`config.mk`:
```
export PLATFORM = sky130hd
export DESIGN_NAME = cgra_config_sequencer
export DESIGN_NICKNAME = d
export VERILOG_FILES = /design/src/rtl/cgra_ctrl_pkg.sv /design/src/rtl/cgra_config_sequencer.sv
export SDC_FILE = /design/constraint.sdc
export NUM_CORES = 1
export LEC_CHECK = 0
export BUFFER_PORTS_ARGS = -buffer_cell sky130_fd_sc_hd__buf_2
export CAP_MARGIN = 5
export CORE_MARGIN = 3
export CORE_UTILIZATION = 50
export DETAILED_ROUTE_END_ITERATION = 7
export GPL_TIMING_DRIVEN = 1
export PLACE_DENSITY = 0.9
export SLEW_MARGIN = 20
export SYNTH_ARGS = -nofsm -noshare
export SYNTH_HDL_FRONTEND = slang
export SYNTH_SLANG_ARGS = --single-unit
export TNS_END_PERCENT = 1
```
`constraint.sdc`:
```
create_clock -name clk -period 5.7 [get_ports clk]
set_input_delay 0.855 -clock clk [delete_from_list [all_inputs] [get_ports clk]]
set_output_delay 0.855 -clock clk [all_outputs]
set_load 0.05 [all_outputs]
```
`src/rtl/cgra_ctrl_pkg.sv`:
```
// Shared definitions for the CGRA host-side config sequencer: sequencer states,
// default field widths and the config-entry layout at those widths.
package cgra_ctrl_pkg;

  localparam int PE_ROW_W    = 2;
  localparam int PE_COL_W    = 2;
  localparam int NBR_SEL_W   = 3;
  localparam int OP_W        = 4;
  localparam int DATA_W      = 32;
  localparam int CTX_W       = 4;
  localparam int ENTRY_CNT_W = 8;
  localparam int RUN_CNT_W   = 16;

  typedef enum logic [1:0] {
    ST_IDLE = 2'd0,
    ST_LOAD = 2'd1,
    ST_RUN  = 2'd2,
    ST_DONE = 2'd3
  } seq_state_t;

  // Same field order as the CGRA config_data struct.
  typedef struct packed {
    logic [PE_ROW_W-1:0]  row;
    logic [PE_COL_W-1:0]  col;
    logic [NBR_SEL_W-1:0] in1;
    logic [NBR_SEL_W-1:0] in2;
    logic [OP_W-1:0]      op;
    logic [DATA_W-1:0]    const_data;
    logic [CTX_W-1:0]     ctx;
  } cfg_entry_t;

endpackage

```
`src/rtl/cgra_config_sequencer.sv`:
```
// Host-side job sequencer: takes one job command, streams its config entries into
// the CGRA config-load port, then holds start_exec for the requested run length.
module cgra_config_sequencer
  import cgra_ctrl_pkg::*;
#(
  parameter int PE_ROW_BIT_LENGTH          = PE_ROW_W,
  parameter int PE_COLUMN_BIT_LENGTH       = PE_COL_W,
  parameter int NEIGHBOR_PE_NUM_BIT_LENGTH = NBR_SEL_W,
  parameter int OPERATION_BIT_LENGTH       = OP_W,
  parameter int DATA_WIDTH                 = DATA_W,
  parameter int CONTEXT_SIZE_BIT_LENGTH    = CTX_W,
  parameter int ENTRY_CNT_WIDTH            = ENTRY_CNT_W,
  parameter int RUN_CNT_WIDTH              = RUN_CNT_W
) (
  input  logic                                  clk,
  input  logic                                  reset,
  input  logic                                  cmd_valid,
  output logic                                  cmd_ready,
  input  logic [ENTRY_CNT_WIDTH-1:0]            cmd_entry_count,
  input  logic [CONTEXT_SIZE_BIT_LENGTH-1:0]    cmd_context_max_id,
  input  logic [RUN_CNT_WIDTH-1:0]              cmd_run_cycles,
  input  logic                                  cfg_valid,
  output logic                                  cfg_ready,
  input  logic [PE_ROW_BIT_LENGTH-1:0]          cfg_row,
  input  logic [PE_COLUMN_BIT_LENGTH-1:0]       cfg_col,
  input  logic [NEIGHBOR_PE_NUM_BIT_LENGTH-1:0] cfg_in1,
  input  logic [NEIGHBOR_PE_NUM_BIT_LENGTH-1:0] cfg_in2,
  input  logic [OPERATION_BIT_LENGTH-1:0]       cfg_op,
  input  logic [DATA_WIDTH-1:0]                 cfg_const,
  input  logic [CONTEXT_SIZE_BIT_LENGTH-1:0]    cfg_context,
  input  logic                                  abort,
  output logic [PE_ROW_BIT_LENGTH-1:0]          config_PE_row_index,
  output logic [PE_COLUMN_BIT_LENGTH-1:0]       config_PE_column_index,
  output logic [NEIGHBOR_PE_NUM_BIT_LENGTH-1:0] config_input_PE_index_1,
  output logic [NEIGHBOR_PE_NUM_BIT_LENGTH-1:0] config_input_PE_index_2,
  output logic [OPERATION_BIT_LENGTH-1:0]       config_op,
  output logic [DATA_WIDTH-1:0]                 config_const_data,
  output logic [CONTEXT_SIZE_BIT_LENGTH-1:0]    config_index,
  output logic                                  write_config_data,
  output logic                                  start_exec,
  output logic [CONTEXT_SIZE_BIT_LENGTH-1:0]    mapping_context_max_id,
  output logic                                  busy,
  output logic                                  done,
  output logic                                  aborted,
  output logic                                  cfg_error
);

  typedef struct packed {
    logic [PE_ROW_BIT_LENGTH-1:0]          row;
    logic [PE_COLUMN_BIT_LENGTH-1:0]       col;
    logic [NEIGHBOR_PE_NUM_BIT_LENGTH-1:0] in1;
    logic [NEIGHBOR_PE_NUM_BIT_LENGTH-1:0] in2;
    logic [OPERATION_BIT_LENGTH-1:0]       op;
    logic [DATA_WIDTH-1:0]                 const_data;
    logic [CONTEXT_SIZE_BIT_LENGTH-1:0]    ctx;
  } entry_t;

  seq_state_t                 state;
  entry_t                     cfg_in, cfg_q;
  logic [ENTRY_CNT_WIDTH-1:0] entry_left;
  logic [RUN_CNT_WIDTH-1:0]   run_left;
  logic                       cmd_fire, cfg_fire, ctx_ok, last_beat;

  assign cfg_in    = {cfg_row, cfg_col, cfg_in1, cfg_in2, cfg_op, cfg_const, cfg_context};
  assign cmd_fire  = cmd_valid & cmd_ready;
  assign cfg_fire  = cfg_valid & cfg_ready;
  assign ctx_ok    = (cfg_context <= mapping_context_max_id);
  assign last_beat = (entry_left <= ENTRY_CNT_WIDTH'(1));

  assign config_PE_row_index     = cfg_q.row;
  assign config_PE_column_index  = cfg_q.col;
  assign config_input_PE_index_1 = cfg_q.in1;
  assign config_input_PE_index_2 = cfg_q.in2;
  assign config_op               = cfg_q.op;
  assign config_const_data       = cfg_q.const_data;
  assign config_index            = cfg_q.ctx;

  always_ff @(posedge clk or posedge reset) begin
    if (reset) begin
      state                  <= ST_IDLE;
      cfg_q                  <= '0;
      entry_left             <= '0;
      run_left               <= '0;
      cmd_ready              <= 1'b0;
      cfg_ready              <= 1'b0;
      write_config_data      <= 1'b0;
      start_exec             <= 1'b0;
      mapping_context_max_id <= '0;
      busy                   <= 1'b0;
      done                   <= 1'b0;
      aborted                <= 1'b0;
      cfg_error              <= 1'b0;
    end else begin
      write_config_data <= 1'b0;
      done              <= 1'b0;
      aborted           <= 1'b0;
      if (abort && state != ST_IDLE) begin
        state      <= ST_IDLE;
        entry_left <= '0;
        run_left   <= '0;
        cfg_ready  <= 1'b0;
        start_exec <= 1'b0;
        busy       <= 1'b0;
        cmd_ready  <= 1'b1;
        aborted    <= 1'b1;
      end else begin
        case (state)
          ST_IDLE: begin
            cmd_ready <= 1'b1;
            if (cmd_fire && abort) begin
              aborted <= 1'b1;
            end else if (cmd_fire) begin
              entry_left             <= cmd_entry_count;
              run_left               <= cmd_run_cycles;
              mapping_context_max_id <= cmd_context_max_id;
              cfg_error              <= 1'b0;
              busy                   <= 1'b1;
              cmd_ready              <= 1'b0;
              if (cmd_entry_count != '0) begin
                state     <= ST_LOAD;
                cfg_ready <= 1'b1;
              end else if (cmd_run_cycles != '0) begin
                state <= ST_RUN;
              end else begin
                state <= ST_DONE;
                done  <= 1'b1;
              end
            end
          end
          ST_LOAD: begin
            if (cfg_fire) begin
              // Out-of-range contexts still consume a beat but never reach the array.
              if (ctx_ok) begin
                cfg_q             <= cfg_in;
                write_config_data <= 1'b1;
              end else begin
                cfg_error <= 1'b1;
              end
              if (entry_left != '0) entry_left <= entry_left - 1'b1;
              if (last_beat) begin
                cfg_ready <= 1'b0;
                if (run_left != '0) begin
                  state <= ST_RUN;
                end else begin
                  state <= ST_DONE;
                  done  <= 1'b1;
                end
              end
            end
          end
          ST_RUN: begin
            // First RUN cycle is the strobe cycle; start_exec rises on the next one.
            if (run_left != '0) begin
              start_exec <= 1'b1;
              run_left   <= run_left - 1'b1;
            end else begin
              start_exec <= 1'b0;
              state      <= ST_DONE;
              done       <= 1'b1;
            end
          end
          ST_DONE: begin
            state     <= ST_IDLE;
            busy      <= 1'b0;
            cmd_ready <= 1'b1;
          end
          default: state <= ST_IDLE;
        endcase
      end
    end
  end

endmodule

```
==> results.toml, run 1 <==
[run_status]
status = "finished, final reports clean"

[floorplanning]
pin_count = 145
core-area_um2 = 8382
start_util_pct = 52.41
dieHeight_um = 99.74
die_area_um2 = 9947
rows = 33
die_x_um = 99.74

[cells_and_area]
area_growth_pct = 22.76
drive_gt1_share_pct = 41.40
postLayoutCoreUtil_pct = 64.34
stdcell_count = 646
mostFrequentLayoutCells = "144 x buf_2, 88 x dfrtp_1, 52 x mux2_2"
diodes = 0
mostFrequentLayoutCell = "buf_2"
nets = 630

[timing]
relSlewSlack_pct = 41.28
worst-slew-pin-transition_ns = 0.8809
min_period_ns = 3.177
finalSetupViolations = 0
fmax_mhz = 314.8
hold_viol = 0
period_share_pct = 55.73
finalSetupTns_ns = 0
fin_skew_ns = 0.01035
slew_violations = 0
rsz0062_at_grt = "false"
hold_slack_ns = 0.5047

[placement]
io_buffers = 144
gp_congestion = 0.8836
dp_cells = 630
hpwl_um = 8296

[routing]
drc = 0
vias = 3682
drt-initial-drc-count = 280
drt-total-wl_um = 11310
vias_per_cell = 5.700
drtAntennaViolNets = 0
wl_per_cell_um = 17.51
drt-pass1-iter-count = 5

[critical_path]
crit_required_ns = 5.99
worst_setup_path_end_kind = "flop"
crit_fanout = 15
r2r-start = "state[0]"
slowest_delay_ns = 0.71
slowest_stage = "or4b_2"
crit_family = "simple AND/OR/NAND/NOR gates"
r2r_slack_ns = 2.52
critPathArrivalTime_ns = 3.47
path_common_cell = "nand3_1"
cp-start-kind = "flop"
setup.worst_path.class = "flop to flop"
critPathBufInv = 1
reg2reg_to = "entry_left[2]"
rr_worst_depth = 7
path_cells = "inv_1, ha_1, nand2b_1, a311oi_1, nand3_1, or4b_2, nand3_1"

[synthesis]
syn_inst = 397
synth_warnings = 0
yosysSeqAreaShare_pct = 50.13
syn_avg_cell_area_um2 = 11.07
syn_area_um2 = 4393
yosys-top-cells-area = "dfrtp_1 50%, mux2_2 13%, ha_1 3.1%"
synth_nets = 491
ys_seq_elements = 88
synth_flop_cell = "dfrtp_1"
yosysUniqueCellTypes = 55
async_reset_ff_share_pct = 100.0
synth_edf_count = 0
yosys.area.top_type_share_pct = 50.13
synth_area_leader_cell = "dfrtp_1"

[min_path]
min_from = "config_const_data[20]"
worstHoldPathCells = 1
hold_class = "flop to flop"
hold-path-endpoint = "config_const_data[20]"

[clocking]
cts_setup_buffers = 0
cts.repair.resized = 0
insertion_delay_ns = 0.35
cts_buffers = 9
clk_pin_slew_ns = 0.10
hold_buffers = 0
cts.htree.levels = 3
root_buffer = "clkbuf_8"
cts_tree = "yes"
cts_buffer_depth = 2
cts_sinks = 88

[pwr]
irDropWorstVdd_mv = 0.2529
p_per_area_nw_per_um2 = 648.3
p_leak_nw = 2.639

[grt]
grt_pass1_wl_um = 18000
grt_pass1_vias = 3558
antenna_found_initial = 0
grt_max_degree = 89
grt_use_total_pct = 22.74
overflow = 0

[run]
drv_cap = 0
==> per-layer routing <==
metal	vias up	GRT usage [%]	share of wire (%)
li1	1731	-	-
met1	1747	30.06	41
met2	186	37.25	49
met3	18	5.470	8.3
met4	0	6.723	1.7
met5	-	0	0
==> sequential cells by signal, summed over array words and instances (netlist names), 2 cells and up <==
signal	flops
config_index	4
config_input_PE_index_2	3
config_PE_column_index	2
state	2
entry_left	8
config_input_PE_index_1	3
run_left	16
config_PE_row_index	2
config_const_data	32
config_op	4
mapping_context_max_id	4
==> cells by family (layout without fill, tap and decap cells) <==
family | Yosys count | in the layout | synth area share, %
xor+xnor | 4 | 4 | 0.7976
simple gates | 113 | 113 | 14.55
compound gates | 88 | 88 | 13.10
mux | 59 | 59 | 14.98
buf+inv | 34 | 178 | 3.304
flops | 88 | 88 | 50.13
fa+ha+maj | 11 | 11 | 3.133
==> cells in the mapped netlist (6+ instances only) <==
library cell,number
buf_2,8
mux2_2,52
nand2_1,22
o21ai_1,7
nor3_1,9
nor2b_1,8
inv_1,16
o21ai_0,22
nor2_1,30
ha_1,11
clkbuf_1,9
nor4_1,7
a31oi_1,6
dfrtp_1,88
a21oi_1,19
==> report_power, final <==
part | switching (mW) | internal (mW)
registers | 0.204 | 0.909
logic | 1.33 | 0.588
clock network | 0.251 | 0.212
==> cell type report <==
class,instances,area [µm²]
fillers,677,2989
clock inverters,7,83.83
well taps,105,131.4
flip-flops and latches,88,2202
multi-input cells,275,2051
inverters,16,61.31
repair buffers,146,739.5
clock buffers,9,123.9
==> how the worst max path moves through the flow <==
stage          cells past startpoint      from  slack (ns)            end
2_1_floorplan                      1     reset        2.57        aborted
3_3_place_gp                       6     abort        2.73  entry_left[2]
3_5_place_dp                       6     abort        2.62  entry_left[2]
4_1_cts                            7  state[0]        2.56  entry_left[2]
5_1_grt                            7  state[0]        2.32  entry_left[2]
6_report                           7  state[0]        2.52  entry_left[2]
==> stage by stage <==
step | setup WS, ns | power (mW) | instance area (µm²)
after detailed placement | 2.619 | 3.034 | 5181
final | 2.523 | 3.496 | 5393
after floorplan | 2.566 | 2.575 | 4393
after global routing | 2.316 | 3.691 | 5393
after global placement | 2.728 | 2.955 | 5181
after CTS | 2.556 | 3.507 | 5389
No activity file was read; power rests on OpenSTA's default activity.
==> inputs of run 2 (changes only) <==
==> constraint.sdc (replaced) <==
create_clock -name clk -period 3.05 [get_ports clk]
set_input_delay 0.4575 -clock clk [delete_from_list [all_inputs] [get_ports clk]]
set_output_delay 0.4575 -clock clk [all_outputs]
set_load 0.05 [all_outputs]
==> run 2 against run 1 <==
  * Power up 86%
  * First-iteration DRC count up 12%
  * Sequential share of layout area down 0.36 points
  * Non-clock buffer count up 8
  * Utilization up 0.57 points
  * Register-to-register slack worse by 2.2 ns
  * Via count up 2.2%
  * Worst setup slack worse by 2.2 ns
  * Sequential cell count unchanged
  * Global-route usage down 0.82 points
  * Die area unchanged
==> results.toml, run 2 (synthesized netlist as in run 1, its figures left out) <==
[grt]
overflow = 0
antenna_found_initial = 0
grt_pass1_vias = 3608
grt_max_degree = 52
grt_use_total_pct = 21.93
grt_pass1_wl_um = 17730

[cells_and_area]
area_growth_pct = 23.84
postLayoutCellArea_um2 = 5440
postLayoutCoreUtil_pct = 64.91
mostFrequentLayoutCell = "buf_2"
nets = 638
largest_reg_flops = 32
diodes = 0
stdcell_count = 653
drive_gt1_share_pct = 42.15
mostFrequentLayoutCells = "144 x buf_2, 88 x dfrtp_1, 52 x mux2_2"

[pwr]
irDropWorstVdd_mv = 0.4589
power_mw = 6.487
p_per_area_nw_per_um2 = 1192
p_sw_mw = 3.331
p_seq_share_pct = 31.9
comb_power_share_pct = 56.5
p_leak_nw = 2.665
pwr-share-clk_pct = 11.6
internal_power_mw = 3.155
switching_share_pct = 51.35

[timing]
relSlewSlack_pct = 44.13
fmax_mhz = 373.1
slew_violations = 0
finalSetupViolations = 0
fin_skew_ns = 0.01712
min_period_ns = 2.680
hold_slack_ns = 0.2250
finalSetupTns_ns = 0
hold_viol = 0
setup_ws_ns = 0.3695
worst-slew-pin-transition_ns = 0.8381
rsz0062_at_grt = "false"
period_share_pct = 87.88

[placement]
hpwl_um = 8399
io_buffers = 144
dp_cells = 638
gp_congestion = 0.8895
pre_cts_slack_ns = 0.4174
placed_area_um2 = 5266

[critical_path]
worst_setup_path_end_kind = "flop"
crit_start = "state[0]"
rr_worst_depth = 7
cp-start-kind = "flop"
r2r_slack_ns = 0.37
critPathArrivalTime_ns = 2.93
setup.worst_path.class = "flop to flop"
r2r-start = "state[0]"
crit_required_ns = 3.30
crit_fanout = 15

[clocking]
hold_buffers = 0
cts_setup_buffers = 0
root_buffer = "clkbuf_8"
cts_tree = "yes"
cts_buffers = 9
clk_pin_slew_ns = 0.10
cts.repair.resized = 0
insertion_delay_ns = 0.35
cts.htree.levels = 3
cts_buffer_depth = 2
cts_sinks = 88

[routing]
drt-total-wl_um = 11170
drtAntennaViolNets = 0
wl_per_cell_um = 17.11
drc = 0
vias = 3763
drt-pass1-iter-count = 5
vias_per_cell = 5.763
drt-initial-drc-count = 313

[run_status]
status = "finished, final reports clean"

[run]
drv_cap = 0

[min_path]
hold_class = "input port to asynchronous set/reset pin"

[floorplanning]
rows = 33
core-area_um2 = 8382
dieHeight_um = 99.74
die_area_um2 = 9947
die_x_um = 99.74
start_util_pct = 52.41
pin_count = 145
-- run 2: cell count changes in the layout (fill, tap and decap cells not counted), sizes merged --
cell / before / now
inv: 20 / 19
bufinv: 1 / 0
buf: 146 / 154
clkinvlp: 1 / 2
-- run 2: worst paths after layout --
| kind | endpoint |
|---|---|
| setup / recovery | run_left[0] |
| hold / removal | run_left[12] |
| setup reg to reg | run_left[0] |
| hold reg to reg | config_const_data[9] |
| max in group asynchronous | config_const_data[9] |
| min in group clk | config_const_data[30] |
-- run 2: power groups by stage --
stage | sequential (mW) | clock, mW | combinational [mW]
detailed placement | 2.08 | 0 | 3.66
finish | 2.07 | 0.753 | 3.67
global route | 2.14 | 0.816 | 3.89
global placement | 2.05 | 0 | 3.54
floorplan | 3.39 | 0 | 1.42
CTS | 2.06 | 0.765 | 3.66
-- run 2: area by class of cell --
type	count	area [µm²]
clock buffers	9	123.9
clock inverters	6	50.05
fillers	625	2942
inverters	16	61.31
multi-input cells	275	2051
flip-flops and latches	88	2202
well taps	105	131.4
repair buffers	154	820.8
-- run 2: critical path: stages (launching register included) --
cell	delay, ns
dfrtp_1	0.48
inv_1	0.12
ha_1	0.37
nor2b_1	0.59
nor4_1	0.18
a21o_4	0.29
or2b_4	0.33
o31ai_1	0.23
-- run 2: metal layers --
layer / part of all wire, % / wire [µm] / track usage, %
met1: 41 / 4540 / 27.82
met2: 49 / 5515 / 37.30
met3: 8.5 / 947 / 4.979
met4: 1.5 / 167 / 6.723
met5: 0 / 0 / 0
